[config.mk]
export PLATFORM = sky130hd
export DESIGN_NAME = bcd_to_bin_seq
export DESIGN_NICKNAME = d
export VERILOG_FILES = /design/src/rtl/bcd_to_bin_seq_pkg.sv /design/src/rtl/bcd_to_bin_seq_nibble_corr.sv /design/src/rtl/bcd_to_bin_seq.sv
export SDC_FILE = /design/constraint.sdc
export NUM_CORES = 1
export LEC_CHECK = 0
export ABC_AREA = 1
export BUFFER_PORTS_ARGS = -buffer_cell sky130_fd_sc_hd__buf_2
export CORE_MARGIN = 5
export CORE_UTILIZATION = 40
export DETAILED_ROUTE_END_ITERATION = 6
export GPL_TIMING_DRIVEN = 0
export HOLD_SLACK_MARGIN = 0.08
export PLACE_DENSITY = 0.67
export SLEW_MARGIN = 10
export SYNTH_ARGS = -nofsm -noshare
export SYNTH_HDL_FRONTEND = slang
export SYNTH_HIERARCHICAL = 1
export SYNTH_SLANG_ARGS = --single-unit
[constraint.sdc]
create_clock -name Clock -period 4.3 [get_ports Clock]
set_input_delay 0.645 -clock Clock [delete_from_list [all_inputs] [get_ports Clock]]
set_output_delay 0.645 -clock Clock [all_outputs]
set_load 0.005 [all_outputs]
[src/rtl/bcd_to_bin_seq_pkg.sv]
// Shared definitions for the sequential BCD-to-binary converter:
// FSM state codes, the output width helper and the digit correction constant.
package bcd_to_bin_seq_pkg;

    typedef logic [1:0] state_t;

    localparam state_t IDLE  = 2'd0;
    localparam state_t LOAD  = 2'd1;
    localparam state_t SHIFT = 2'd2;
    localparam state_t FIN   = 2'd3;

    localparam logic [3:0] BCD_CORR = 4'd3;

    // Bits needed to hold 10^digits - 1: 4, 7, 10, 14 for 1..4 digits.
    function automatic int bin_width(input int digits);
        int p;
        p = 1;
        for (int i = 0; i < digits; i++) p = p * 10;
        return $clog2(p);
    endfunction

endpackage

[src/rtl/bcd_to_bin_seq_nibble_corr.sv]
// Reverse double-dabble correction cell: a digit of 8 or more loses 3.
module bcd_nibble_corr
    import bcd_to_bin_seq_pkg::*;
(
    input  logic [3:0] digit,
    output logic [3:0] fixed
);

    assign fixed = (digit >= 4'd8) ? digit - BCD_CORR : digit;

endmodule

[src/rtl/bcd_to_bin_seq.sv]
// Sequential BCD-to-binary converter (reverse double-dabble) with a
// Start/Busy/Done handshake: Start is taken only in IDLE, Done pulses once in FIN.
module bcd_to_bin_seq
    import bcd_to_bin_seq_pkg::*;
#(
    parameter  int DIGITS = 2,
    localparam int BIN_W  = bin_width(DIGITS)
) (
    input  logic                  Clock,
    input  logic                  Reset,
    input  logic                  Start,
    input  logic [4*DIGITS-1:0]   BCD,
    output logic [BIN_W-1:0]      Bin,
    output logic                  Busy,
    output logic                  Done,
    output logic                  Err,
    output logic [1:0]            dbg_state
);

    localparam int CW = $clog2(BIN_W + 1);

    state_t              state;
    logic [4*DIGITS-1:0] digits;
    logic [BIN_W-1:0]    acc;
    logic [CW-1:0]       cnt;

    logic [4*DIGITS-1:0] shifted_digits;
    logic [4*DIGITS-1:0] corr_digits;
    logic [BIN_W-1:0]    shifted_acc;
    logic                bad_digit;

    // One right shift of the {digits, acc} pair: the digit LSB feeds the acc MSB.
    assign shifted_digits = digits >> 1;
    assign shifted_acc    = {digits[0], acc[BIN_W-1:1]};

    for (genvar g = 0; g < DIGITS; g++) begin : g_corr
        bcd_nibble_corr u_corr (
            .digit (shifted_digits[4*g +: 4]),
            .fixed (corr_digits[4*g +: 4])
        );
    end

    always_comb begin
        bad_digit = 1'b0;
        for (int i = 0; i < DIGITS; i++) begin
            if (digits[4*i +: 4] > 4'd9) bad_digit = 1'b1;
        end
    end

    always_ff @(posedge Clock or posedge Reset) begin
        if (Reset) begin
            state  <= IDLE;
            digits <= '0;
            acc    <= '0;
            cnt    <= '0;
            Bin    <= '0;
            Err    <= 1'b0;
        end else begin
            case (state)
                IDLE: begin
                    if (Start) begin
                        digits <= BCD;
                        acc    <= '0;
                        state  <= LOAD;
                    end
                end
                LOAD: begin
                    if (bad_digit) begin
                        Err   <= 1'b1;
                        Bin   <= '0;
                        state <= FIN;
                    end else begin
                        Err   <= 1'b0;
                        cnt   <= '0;
                        state <= SHIFT;
                    end
                end
                SHIFT: begin
                    digits <= corr_digits;
                    acc    <= shifted_acc;
                    cnt    <= cnt + 1'b1;
                    // Bin is published only once the last shift lands.
                    if (cnt == CW'(BIN_W - 1)) begin
                        Bin   <= shifted_acc;
                        state <= FIN;
                    end
                end
                default: state <= IDLE;
            endcase
        end
    end

    assign Busy      = (state == LOAD) || (state == SHIFT);
    assign Done      = (state == FIN);
    assign dbg_state = state;

endmodule
==> results <==
- The run finished with clean final reports.
- The TritonCTS clock tree is built.
- The sequential-to-total area share from yosys stat is 42.22%.
- Setup repair after global routing left no endpoint under its margin.
- In the layout the commonest cells are sky130_fd_sc_hd__nand2_1, sky130_fd_sc_hd__dfrtp_1, sky130_fd_sc_hd__buf_2.
- The die area is 0.005366 sq mm.
- The total internal power is 747.0 uW.
- The worst hold path belongs to the class flip-flop to flip-flop.
- The synthesized design spends more area on one cell type than any other, namely sky130_fd_sc_hd__dfrtp_1.
- Detailed placement ended at an HPWL of 2163 microns.
- The type of origin of the critical path is a flip-flop.
- The area used by multi-input combinational logic is 839.6 sq um.
- In this run the clock root is driven by a sky130_fd_sc_hd__clkbuf_8.
- Measured along the x axis, the die boundary spans 73.25 microns.
- The clock arrives with 0.001465 ns of skew.
- Global routing used 12.29% of the available tracks.
- The initial antenna violation count is 0.
- Once layout is complete, the cells apart from fillers number 268.
- After filler insertion, the fill cell instance count of the layout stands at 397.
- At the later pin of the worst-skew pair, clock insertion delay measures 0.27 ns.
- The maximum ir drop on the vdd rail is 0.0003333 V.
- The class of the most critical setup path is flip-flop to output pin.
- The area added between synthesis and finish is 14.78%.
- Combinational logic is responsible for 55.3% of the overall power.
- The worst pin sits at a relative slew slack of 31.32%.
- The clock network power share is 10.4%.
- The top cell type by area accounts for 42.22% of the synthesized area.
- The cell at the slowest stage of the critical path is sky130_fd_sc_hd__dfrtp_1.
- STA puts the critical path data required time at 3.65 ns.
- Synthesis inferred 27 register bits.
- In this run, synthesis inferred 0 flip-flops with an integrated enable.
- The element type at the critical path end is an output pin.
- The sum of routed wire length over all layers is 2971 microns.
- The via count of the first global-routing pass is 1142.
- The sequential cell fraction of total power is 34.3%.
- The max-slew violation total from the final report came to 0.
- The post-synthesis instance area is 0.001600 sq mm.
- In this design, the stage delay of the slowest critical-path cell is 0.44 ns.
- Counting tap cells, the placed design contains a total of 264 instances.
- After global routing the overflow that remains totals 0.
- The first routing iteration left 76 violations.
- The area used by sequential logic in the layout is 675.6 sq um.
- The standard cell area after detailed placement is 0.001792 sq mm.
- After layout, the minimum clock period comes to 1.980 ns.
- The finished cells cover 0.001837 sq mm.
- STA puts the critical path data arrival time at 1.34 ns.
- Net switching is 45.30% of the power.
- The final count of hold timing violations is 0.
- The critical path contains buffers and inverters numbering 2 combined.
- For this run, the detailed router's first-pass iteration total came to 5.
- The worst hold path passes through 2 cells.
- The fraction of registers with async set/reset is 100.0%.
- For the worst flop-to-flop path, the logic depth is 8.
- In this run the deepest clock path goes through 2 buffers.
- The reported net switching power is 618.5 uW.
- The logic depth of the worst setup path including buffers is 3.
- Measured along the y axis, the die boundary spans 73.25 microns.
- After detailed routing, the number of remaining DRC violations is 0.
- The starting density of the core is 40.59%.
- For the final routed database, the setup TNS stands at 0 ns.
- The pin count of the biggest net entering global routing is 28.
- The global-route wire length before repair is 5285 microns.
- The antenna cell count is 0.
- The clock input transition at the sequential cells of the worst setup and hold paths is 0.09 ns.
- The highest net fanout along the worst path is 6.
- Yosys attributes the largest share of cell area to sky130_fd_sc_hd__dfrtp_1, sky130_fd_sc_hd__nand2_1, sky130_fd_sc_hd__ha_1, sky130_fd_sc_hd__a31oi_2, sky130_fd_sc_hd__inv_1.
- The count of yosys warnings during synthesis is 6.
- After detailed routing, the number of vias per cell comes to 4.649.
- In the final design database the tool counted 241 nets.
- The cell area power density is 743.4 mW/mm^2.
- In this run, CTS created clock tree buffers numbering 3.
- The total area inside the core boundary comes to 0.003943 sq mm.
- The final core area utilization is 46.59%.
- The mean cell area of the mapped netlist is 8.558 sq um.
- The routed via count is 1246.
- The fraction of layout instances using a drive strength above 1 is 21.56%.
- The reported max-cap violation count is 0.
- The worst-case hold slack is 0.4704 ns.
- The cell type group with the largest total delay on the critical path is flip-flops.
- The standby leakage power is 0.0009574 uW.
- The period utilization is 46.05%.
- For this run, the leading register cell type out of synthesis is sky130_fd_sc_hd__dfrtp_1.
- The number of setup violations in the final report is 0.
- The achievable frequency is 505.0 MHz.
- The depth of the CTS H-tree is 1.
- At the end of routability-driven placement, the weighted congestion stood at 0.7842.
- The count of mapped cells out of synthesis is 187.
- In this run, distinct cell masters in the synthesized netlist total 25.
- Walking the worst path, the cells encountered are inv_1 -> ha_1 -> buf_2.
- Row generation in the floorplan step produced 23 rows.
- The library cell used most frequently in the layout, excluding fill and tap cells, is sky130_fd_sc_hd__nand2_1.
- 23 I/O pins were placed.
- The post-CTS setup buffer count is 0.
- The number of antenna-violating nets in the routed design is 0.
- In the final routed layout, each cell accounts on average for 11.09 microns.
- Post-CTS repair changed the size of 0 cells.
- The transition time of the tightest slew-check pin is 1.029 ns.
- The number of hold-repair buffers added at the cts stage is 0.
- The count of buffers added on input and output ports is 22.
- The clock drives 27 sinks.
metal layers:
metal,GRT usage [%],up-vias,wire (microns)
li1,-,651,-
met1,16.64,563,1396
met2,20.56,30,1388
met3,2.599,2,161
met4,1.844,0,25
met5,0,-,0
final cells by class:
| class | instances | share of cell area [%] |
|---|---|---|
| Buffer | 5 | 2.180 |
| Clock buffer | 4 | 2.452 |
| Inverter | 17 | 3.474 |
| Multi-Input combinational cell | 143 | 45.71 |
| Sequential cell | 27 | 36.78 |
| Tap cell | 50 | 3.406 |
| Timing Repair Buffer | 22 | 5.995 |
worst paths after layout:
check                                          from                     to  slack [ns]
max reg2reg                dbg_state[0]$_DFFE_PP0P_  digits[1]$_DFFE_PP0P_        2.67
min                              Bin[4]$_DFFE_PP0P_     Bin[4]$_DFFE_PP0P_        0.47
max                        dbg_state[0]$_DFFE_PP0P_                   Busy        2.32
max in group asynchronous                     Reset     Bin[3]$_DFFE_PP0P_        3.07
min in group asynchronous                     Reset     Bin[5]$_DFFE_PP0P_        0.61
min reg2reg                      Bin[4]$_DFFE_PP0P_     Bin[4]$_DFFE_PP0P_        0.47
tightest hold or removal path, stage by stage, from the launching register on:
cell and delay (ns):
sky130_fd_sc_hd__dfrtp_1 0.35, sky130_fd_sc_hd__nand2_1 0.05, sky130_fd_sc_hd__nand2_1 0.04
per-stage QoR:
stage	setup WS, ns	power (uW)
floorplan	2.792	1053
global placement	2.609	1227
detailed placement	2.607	1242
CTS	2.298	1390
global route	2.215	1519
finish	2.320	1366
state kept, by name, indices dropped and copies added (netlist names):
signal	cells
dbg_state	2
acc	6
Err	1
digits	8
cnt	3
Bin	7
synth_stat cells, types with 2 or more instances:
| cell type | n |
|---|---|
| sky130_fd_sc_hd__a21boi_1 | 2 |
| sky130_fd_sc_hd__a31oi_2 | 8 |
| sky130_fd_sc_hd__buf_2 | 2 |
| sky130_fd_sc_hd__buf_6 | 2 |
| sky130_fd_sc_hd__dfrtp_1 | 27 |
| sky130_fd_sc_hd__ha_1 | 11 |
| sky130_fd_sc_hd__inv_1 | 16 |
| sky130_fd_sc_hd__nand2_1 | 63 |
| sky130_fd_sc_hd__nand3_1 | 5 |
| sky130_fd_sc_hd__nand3b_1 | 7 |
| sky130_fd_sc_hd__nor2_1 | 11 |
| sky130_fd_sc_hd__nor2_2 | 2 |
| sky130_fd_sc_hd__nor2_4 | 2 |
| sky130_fd_sc_hd__o21ai_0 | 11 |
| sky130_fd_sc_hd__o21ai_1 | 7 |
| sky130_fd_sc_hd__xor2_1 | 2 |
power groups by stage:
stage | clock network [uW] | registers, uW | logic, uW
2_1_floorplan | 0 | 460 | 592
3_3_place_gp | 0 | 470 | 757
3_5_place_dp | 0 | 475 | 767
4_1_cts | 147 | 471 | 772
5_1_grt | 156 | 489 | 874
6_report | 142 | 468 | 755
kinds of logic after synthesis:
group | share of synthesized area [%]
xor+xnor | 1.642
compound gates | 14.15
flops | 42.22
other cells | 0.2343
fa+ha+maj | 8.600
buf+inv | 6.489
simple gates | 26.66
Power figures use the tool's default switching activity.
